File: src/rtl/reorder_buffer_pkg.sv
// Shared types and constants for the reorder buffer: ROB ids, register
// positions, data words and the per-entry payload layout.
package reorder_buffer_pkg;

  localparam int ROB_SIZE = 16;

  typedef logic [4:0]  rob_id_t;
  typedef logic [3:0]  rob_idx_t;
  typedef logic [4:0]  rob_count_t;
  typedef logic [4:0]  reg_pos_t;
  typedef logic [31:0] data_t;
  typedef logic [31:0] addr_t;

  localparam rob_id_t    ZERO_ROB       = 5'd0;
  localparam reg_pos_t   ZERO_REG       = 5'd0;
  localparam data_t      ZERO_WORD      = 32'd0;
  localparam addr_t      ZERO_ADDR      = 32'd0;
  localparam rob_count_t ROB_FULL_COUNT = 5'd16;

  typedef struct packed {
    reg_pos_t rd;
    data_t    value;
    logic     is_store;
    logic     is_branch;
    logic     predicted_taken;
    logic     actual_taken;
    addr_t    target_pc;
  } rob_payload_t;

  typedef struct packed {
    logic  ready;
    data_t value;
  } query_result_t;

  // Ids are 1-based so that id 0 can mean "no producer".
  function automatic rob_id_t idx_to_id(input rob_idx_t idx);
    return rob_id_t'({1'b0, idx}) + 5'd1;
  endfunction

  function automatic rob_idx_t id_to_idx(input rob_id_t id);
    rob_id_t biased;
    biased = id - 5'd1;
    return biased[3:0];
  endfunction

  function automatic logic id_in_range(input rob_id_t id);
    return (id != ZERO_ROB) && (id <= ROB_FULL_COUNT);
  endfunction

endpackage

File: src/rtl/reorder_buffer.sv
// In-order retirement stage: allocates entries at dispatch, collects ALU/LSB
// results, retires the head to the register file and flushes on mispredict.
module reorder_buffer
  import reorder_buffer_pkg::*;
(
  input  logic     clk,
  input  logic     rst,
  input  logic     rdy,

  input  logic     alloc_signal_from_dispatcher,
  input  reg_pos_t rd_from_dispatcher,
  input  logic     is_store_from_dispatcher,
  input  logic     is_branch_from_dispatcher,
  input  logic     predicted_taken_from_dispatcher,
  output rob_id_t  rob_id_to_dispatcher,
  output logic     full_to_dispatcher,

  input  rob_id_t  query_Q1,
  input  rob_id_t  query_Q2,
  output logic     query_ready1,
  output logic     query_ready2,
  output data_t    query_value1,
  output data_t    query_value2,

  input  logic     alu_valid,
  input  rob_id_t  alu_rob_id,
  input  data_t    alu_value,
  input  logic     alu_taken,
  input  addr_t    alu_target_pc,

  input  logic     lsb_valid,
  input  rob_id_t  lsb_rob_id,
  input  data_t    lsb_value,

  output logic     commit_flag,
  output reg_pos_t commit_rd,
  output rob_id_t  commit_rob_id,
  output data_t    commit_value,

  output logic     store_commit_flag,
  output rob_id_t  store_commit_rob_id,

  output logic     rollback_flag,
  output addr_t    rollback_pc
);

  rob_idx_t                head_q, head_d;
  rob_idx_t                tail_q, tail_d;
  rob_count_t              count_q, count_d;
  logic     [ROB_SIZE-1:0] busy_q, busy_d;
  logic     [ROB_SIZE-1:0] ready_q, ready_d;
  rob_payload_t            payload_q [ROB_SIZE];

  logic     [ROB_SIZE-1:0] alu_hit, lsb_hit;
  logic                    full;
  logic                    commit_fire, alloc_fire, mispredict;
  rob_payload_t            head_entry;

  logic     commit_flag_d, store_commit_flag_d, rollback_flag_d;
  reg_pos_t commit_rd_d;
  rob_id_t  commit_rob_id_d, store_commit_rob_id_d;
  data_t    commit_value_d;
  addr_t    rollback_pc_d;

  assign full                 = (count_q == ROB_FULL_COUNT);
  assign full_to_dispatcher   = full;
  assign rob_id_to_dispatcher = idx_to_id(tail_q);

  assign head_entry  = payload_q[head_q];
  assign commit_fire = rdy && busy_q[head_q] && ready_q[head_q];
  assign mispredict  = commit_fire && head_entry.is_branch &&
                       (head_entry.actual_taken != head_entry.predicted_taken);
  // A full buffer still accepts an alloc in the cycle its head retires.
  assign alloc_fire  = rdy && alloc_signal_from_dispatcher && (!full || commit_fire);

  always_comb begin
    for (int i = 0; i < ROB_SIZE; i++) begin
      alu_hit[i] = rdy && alu_valid && busy_q[i] && (alu_rob_id == idx_to_id(rob_idx_t'(i)));
      lsb_hit[i] = rdy && lsb_valid && busy_q[i] && (lsb_rob_id == idx_to_id(rob_idx_t'(i)));
    end
  end

  function automatic query_result_t lookup(
    input rob_id_t q,
    input logic    busy,
    input logic    ready,
    input data_t   stored,
    input logic    alu_v,
    input rob_id_t alu_id,
    input data_t   alu_val,
    input logic    lsb_v,
    input rob_id_t lsb_id,
    input data_t   lsb_val
  );
    query_result_t r;
    r.ready = 1'b0;
    r.value = ZERO_WORD;
    if (id_in_range(q) && busy) begin
      if (alu_v && (alu_id == q)) begin
        r.ready = 1'b1;
        r.value = alu_val;
      end else if (lsb_v && (lsb_id == q)) begin
        r.ready = 1'b1;
        r.value = lsb_val;
      end else begin
        r.ready = ready;
        r.value = stored;
      end
    end
    return r;
  endfunction

  rob_idx_t      q1_idx, q2_idx;
  query_result_t q1_res, q2_res;

  assign q1_idx = id_to_idx(query_Q1);
  assign q2_idx = id_to_idx(query_Q2);
  assign q1_res = lookup(query_Q1, busy_q[q1_idx], ready_q[q1_idx], payload_q[q1_idx].value,
                         alu_valid, alu_rob_id, alu_value, lsb_valid, lsb_rob_id, lsb_value);
  assign q2_res = lookup(query_Q2, busy_q[q2_idx], ready_q[q2_idx], payload_q[q2_idx].value,
                         alu_valid, alu_rob_id, alu_value, lsb_valid, lsb_rob_id, lsb_value);

  assign query_ready1 = q1_res.ready;
  assign query_value1 = q1_res.value;
  assign query_ready2 = q2_res.ready;
  assign query_value2 = q2_res.value;

  // NOTE: every signal written here gets a default first so no path leaves it
  // unassigned; otherwise synthesis infers a latch.
  always_comb begin
    busy_d  = busy_q;
    ready_d = ready_q | alu_hit | lsb_hit;
    head_d  = head_q;
    tail_d  = tail_q;
    count_d = count_q;

    if (commit_fire) begin
      busy_d[head_q]  = 1'b0;
      ready_d[head_q] = 1'b0;
      head_d          = head_q + 4'd1;
    end

    if (alloc_fire) begin
      busy_d[tail_q]  = 1'b1;
      ready_d[tail_q] = is_store_from_dispatcher;
      tail_d          = tail_q + 4'd1;
    end

    case ({alloc_fire, commit_fire})
      2'b10:   count_d = count_q + 5'd1;
      2'b01:   count_d = count_q - 5'd1;
      default: count_d = count_q;
    endcase

    if (mispredict) begin
      busy_d  = '0;
      ready_d = '0;
      head_d  = '0;
      tail_d  = '0;
      count_d = '0;
    end
  end

  // Retirement outputs are zero in every cycle that does not retire.
  always_comb begin
    commit_flag_d         = commit_fire;
    commit_rd_d           = ZERO_REG;
    commit_rob_id_d       = ZERO_ROB;
    commit_value_d        = ZERO_WORD;
    store_commit_flag_d   = 1'b0;
    store_commit_rob_id_d = ZERO_ROB;
    rollback_flag_d       = mispredict;
    rollback_pc_d         = ZERO_ADDR;

    if (commit_fire) begin
      commit_rd_d     = head_entry.is_store ? ZERO_REG : head_entry.rd;
      commit_rob_id_d = idx_to_id(head_q);
      commit_value_d  = head_entry.value;
      if (head_entry.is_store) begin
        store_commit_flag_d   = 1'b1;
        store_commit_rob_id_d = idx_to_id(head_q);
      end
      if (mispredict) begin
        rollback_pc_d = head_entry.target_pc;
      end
    end
  end

  // NOTE: sequential state uses non-blocking assignments so every register
  // samples the pre-edge values regardless of statement order.
  always_ff @(posedge clk) begin
    if (rst) begin
      head_q              <= '0;
      tail_q              <= '0;
      count_q             <= '0;
      busy_q              <= '0;
      ready_q             <= '0;
      commit_flag         <= 1'b0;
      commit_rd           <= ZERO_REG;
      commit_rob_id       <= ZERO_ROB;
      commit_value        <= ZERO_WORD;
      store_commit_flag   <= 1'b0;
      store_commit_rob_id <= ZERO_ROB;
      rollback_flag       <= 1'b0;
      rollback_pc         <= ZERO_ADDR;
    end else begin
      head_q              <= head_d;
      tail_q              <= tail_d;
      count_q             <= count_d;
      busy_q              <= busy_d;
      ready_q             <= ready_d;
      commit_flag         <= commit_flag_d;
      commit_rd           <= commit_rd_d;
      commit_rob_id       <= commit_rob_id_d;
      commit_value        <= commit_value_d;
      store_commit_flag   <= store_commit_flag_d;
      store_commit_rob_id <= store_commit_rob_id_d;
      rollback_flag       <= rollback_flag_d;
      rollback_pc         <= rollback_pc_d;
    end
  end

  // NOTE: the payload array is deliberately left without reset; busy/ready
  // qualify every read, so stale payload is never observed.
  always_ff @(posedge clk) begin
    for (int i = 0; i < ROB_SIZE; i++) begin
      if (alu_hit[i]) begin
        payload_q[i].value        <= alu_value;
        payload_q[i].actual_taken <= alu_taken;
        payload_q[i].target_pc    <= alu_target_pc;
      end
      if (lsb_hit[i]) begin
        payload_q[i].value <= lsb_value;
      end
    end
    if (alloc_fire) begin
      payload_q[tail_q] <= '{rd:              rd_from_dispatcher,
                             value:           ZERO_WORD,
                             is_store:        is_store_from_dispatcher,
                             is_branch:       is_branch_from_dispatcher,
                             predicted_taken: predicted_taken_from_dispatcher,
                             actual_taken:    1'b0,
                             target_pc:       ZERO_ADDR};
    end
  end

endmodule
File: config.mk
export PLATFORM = sky130hd
export DESIGN_NAME = reorder_buffer
export DESIGN_NICKNAME = d
export VERILOG_FILES = /design/src/rtl/reorder_buffer_pkg.sv /design/src/rtl/reorder_buffer.sv
export SDC_FILE = /design/constraint.sdc
export NUM_CORES = 2
export LEC_CHECK = 0
export CAP_MARGIN = 10
export CELL_PAD_IN_SITES_DETAIL_PLACEMENT = 1
export CELL_PAD_IN_SITES_GLOBAL_PLACEMENT = 1
export CORE_MARGIN = 1
export CORE_UTILIZATION = 55
export CTS_BUF_LIST = sky130_fd_sc_hd__clkbuf_4
export CTS_CLUSTER_DIAMETER = 30
export DETAILED_ROUTE_END_ITERATION = 10
export GPL_ROUTABILITY_DRIVEN = 0
export PLACE_DENSITY_LB_ADDON = 0.1
export SETUP_SLACK_MARGIN = 0.4
export SYNTH_ARGS = -nofsm -noshare
export SYNTH_HDL_FRONTEND = slang
export SYNTH_SLANG_ARGS = --single-unit
File: constraint.sdc
create_clock -name clk -period 12 [get_ports clk]
set_input_delay 2.4 -clock clk [delete_from_list [all_inputs] [get_ports clk]]
set_output_delay 2.4 -clock clk [all_outputs]
set_load 0.005 [all_outputs]
==> flow_metrics.env <==
export IMPL_grt_max_degree=110
export IMPL_rrSetupSlack_ns=6.64
export IMPL_dp_hpwl_microns=156400
export IMPL_outcome="finished with violations"
export IMPL_yosysUniqueCellTypes=52
export IMPL_cts_setup_buffers=0
export IMPL_synth_fp_nets=6776
export IMPL_finalNetCount=6729
export IMPL_vias=60840
export IMPL_endpoint_kind="output port"
export IMPL_synth_ff_type="dfxtp_1"
export IMPL_core_region_area_sq_um=127400
export IMPL_postCtsHoldBufs=0
export IMPL_grt_pass1_wl_microns=419700
export IMPL_synth_area_sq_um=70510
export IMPL_finalHoldViolCount=0
export IMPL_grt_total_usage_pct=43.89
export IMPL_final_cell_mix="dfxtp_1, nand2_1, mux4_2"
export IMPL_cts_buffers=383
export IMPL_clk_latency_ns=1.38
export IMPL_synth_area_leaders="dfxtp_1, mux4_2, mux2i_1, nand2_1, edfxtp_1"
export IMPL_post_route_min_period_ns=9.173
export IMPL_endpoint="query_value1[31]"
export IMPL_stdcell_count=8528
export IMPL_maxCapViolations=0
export IMPL_startpoint_type="input pin"
export IMPL_final_common_cell="dfxtp_1"
export IMPL_finalSetupTns_ns=0
export IMPL_start_util_pct=55.37
export IMPL_p_total_mw=9.034
export IMPL_crit_path_start="query_Q1[1]"
export IMPL_drt_iter0_drc=6869
export IMPL_place_inst=7859
export IMPL_maxSlewViolCount=0
export IMPL_rsz0062_at_grt="false"
export IMPL_die_area_sq_um=129600
export IMPL_max_freq_mhz=109.0
export IMPL_tightest_slew_ns=1.298
export IMPL_yosys_warnings=0
export IMPL_grt_ovfl_total=0
export IMPL_htreeDepth=5
export IMPL_finalClockSkew_ns=0.08680
export IMPL_cellLeakagePower_nw=25.06
export IMPL_cts_sinks=1299
export IMPL_worst_path_dominant_cell_family="buffers and inverters"
export IMPL_cpPeakStageDelay_ns=0.75
export IMPL_port_buffers=284
export IMPL_yosysTopAreaCell="dfxtp_1"
export IMPL_drive_above_1_share_pct=27.79
export IMPL_synth_enable_flop_cells=128
export IMPL_die_x_microns=360.1
export IMPL_worstPathArrival_ns=6.77
export IMPL_ir_drop_v=0.0001032
export IMPL_fin_crit_sh_pct=76.44
export IMPL_postSynthAreaPerCell_sq_um=10.64
export IMPL_critPathMaxFanout=29
export IMPL_worstReg2RegEnd="rollback_pc[21]"
export IMPL_ys_ff_latch=1299
export IMPL_synth_cells=6629
export IMPL_critPathKind="in2out"
export IMPL_syn_to_final_growth_pct=10.48
export IMPL_cp_depth=10
export IMPL_die_y_microns=360.1
export IMPL_relSlewSlack_pct=13.19
export IMPL_hp_class="reg2reg"
export IMPL_worstRegToRegCells=9
export IMPL_slowest_stage="buf_4"
export IMPL_cts_tree="done"
export IMPL_rows=131
export IMPL_p_per_area_nw_per_um2=116.0
export IMPL_cts_buffer_depth=4
export IMPL_cts_root_buf="clkbuf_4"
export IMPL_worstPathCellList="clkdlybuf4s50_1, inv_1, ha_4, xnor2_2, buf_4, mux4_2, nand2_2, buf_4, a211oi_1, clkdlybuf4s50_1"
export IMPL_whs_ns=0.4480
export IMPL_drtPass1Iterations=11
export IMPL_violations="design-rule violations"
export IMPL_worstPathRequired_ns=9.60
export IMPL_setup_viol=0
export IMPL_antenna_left=0
export IMPL_ctsResizeCount=0
export IMPL_async_flop_share_pct=0
export IMPL_post_drt_wl_per_cell_microns=33.73
export IMPL_wl_microns=287700
export IMPL_seq_area_frac_synth_pct=38.70
export IMPL_drc=2
export IMPL_synth_top_cell_area_share_pct=33.25
export IMPL_crit_buf_inv=5
export IMPL_io_pins=285
export IMPL_grt_pass1_vias=63090
export IMPL_path_clk_slew_ns=0.06
export IMPL_routed_via_density=7.134
export IMPL_antenna_found_initial=23
-- state kept, by name (all words and copies together) (netlist names), named ones only --
name                 flops
commit_rob_id            5
rollback_pc             32
count_q                  5
commit_rd                5
commit_value            32
busy_q                  16
tail_q                   4
rollback_flag            1
payload_q             1168
store_commit_flag        1
store_commit_rob_id      5
ready_q                 16
head_q                   4
commit_flag              1
-- cells in the mapped netlist (all sizes together) (2+ instances only) --
library cell,count
nor2b,45
nor3b,3
a31oi,2
nor2,629
nand4b,3
nand3b,4
nand3,35
o21ai,2
a22o,11
mux4,710
a32o,4
ha,15
nor4,4
xnor2,18
and3,38
and2,34
dfxtp,1171
nor3,13
nand2,1104
inv,22
mux2i,583
and4,2
nand2b,3
clkbuf,502
edfxtp,128
or2,4
xor2,22
buf,323
nand4,7
a211o,16
a21oi,582
a211oi,578
-- how the worst min path moves through the flow --
stage / to / start / slack [ns] / cells past startpoint
3_5_place_dp: payload_q[10][26] / payload_q[10][26] / 0.44 / 2
2_1_floorplan: payload_q[10][0] / payload_q[10][0] / 0.43 / 2
4_1_cts: payload_q[10][26] / payload_q[10][26] / 0.45 / 2
5_1_grt: payload_q[14][29] / payload_q[14][29] / 0.47 / 2
3_3_place_gp: payload_q[10][17] / payload_q[10][17] / 0.44 / 2
6_report: payload_q[10][26] / payload_q[10][26] / 0.45 / 2
-- cells by family after synthesis --
family          Yosys count  share of synthesized area, %
xor+xnor                 40                        0.4968
simple gates           1931                         10.94
fa+ha+maj                16                        0.2946
mux                    1294                         30.97
compound gates         1202                         13.48
buf+inv                 847                         5.117
flops                  1299                         38.70
-- layout make-up --
| class | count | area, sq um |
|---|---|---|
| Clock buffer | 543 | 4076 |
| Inverter | 22 | 82.58 |
| Multi-Input combinational cell | 4483 | 40100 |
| Clock inverter | 109 | 480.5 |
| Tap cell | 1662 | 2079 |
| Sequential cell | 1299 | 27300 |
| Antenna cell | 17 | 42.54 |
| Fill cell | 13400 | 49450 |
| Timing Repair Buffer | 393 | 3746 |
-- worst register-to-register path: stages (launching register included) --
cell and delay, ns:
dfxtp_4 0.92, buf_12 0.67, buf_12 0.78, mux4_2 0.74, xnor2_1 0.20, mux2i_1 0.15
a31oi_1 0.59, nand2b_2 0.23, buf_4 0.47, nor2b_1 0.42
-- through the flow --
step / worst slack, ns / area (sq um) / utilization (%)
finish: 2.827 / 77900 / 61.17
detailed placement: 3.056 / 73310 / 57.56
CTS: 3.042 / 77860 / 61.14
global placement: 3.079 / 73310 / 57.56
global route: 2.856 / 77900 / 61.17
floorplan: 3.872 / 70510 / -
-- power by group --
group | total, mW | switching [mW] | internal (mW) | leakage (nW)
sequential | 4.40 | 0.0124 | 4.39 | 10.6
clock | 4.15 | 2.06 | 2.10 | 2.77
combinational | 0.482 | 0.317 | 0.164 | 11.7
total | 9.03 | 2.39 | 6.65 | 25.1
-- metal layers --
| layer | share of wire (%) | GRT usage [%] | vias up | wire (microns) |
|---|---|---|---|---|
| met4 | 6.3 | 27.59 | 16 | 18110 |
| met1 | 36 | 52.76 | 30990 | 104200 |
| met3 | 11 | 12.98 | 1239 | 32990 |
| met2 | 46 | 69.09 | 4338 | 132300 |
| li1 | - | - | 24260 | - |
| met5 | 0.032 | 0 | - | 92 |
Note: power is estimated with default switching activity, not from simulation.
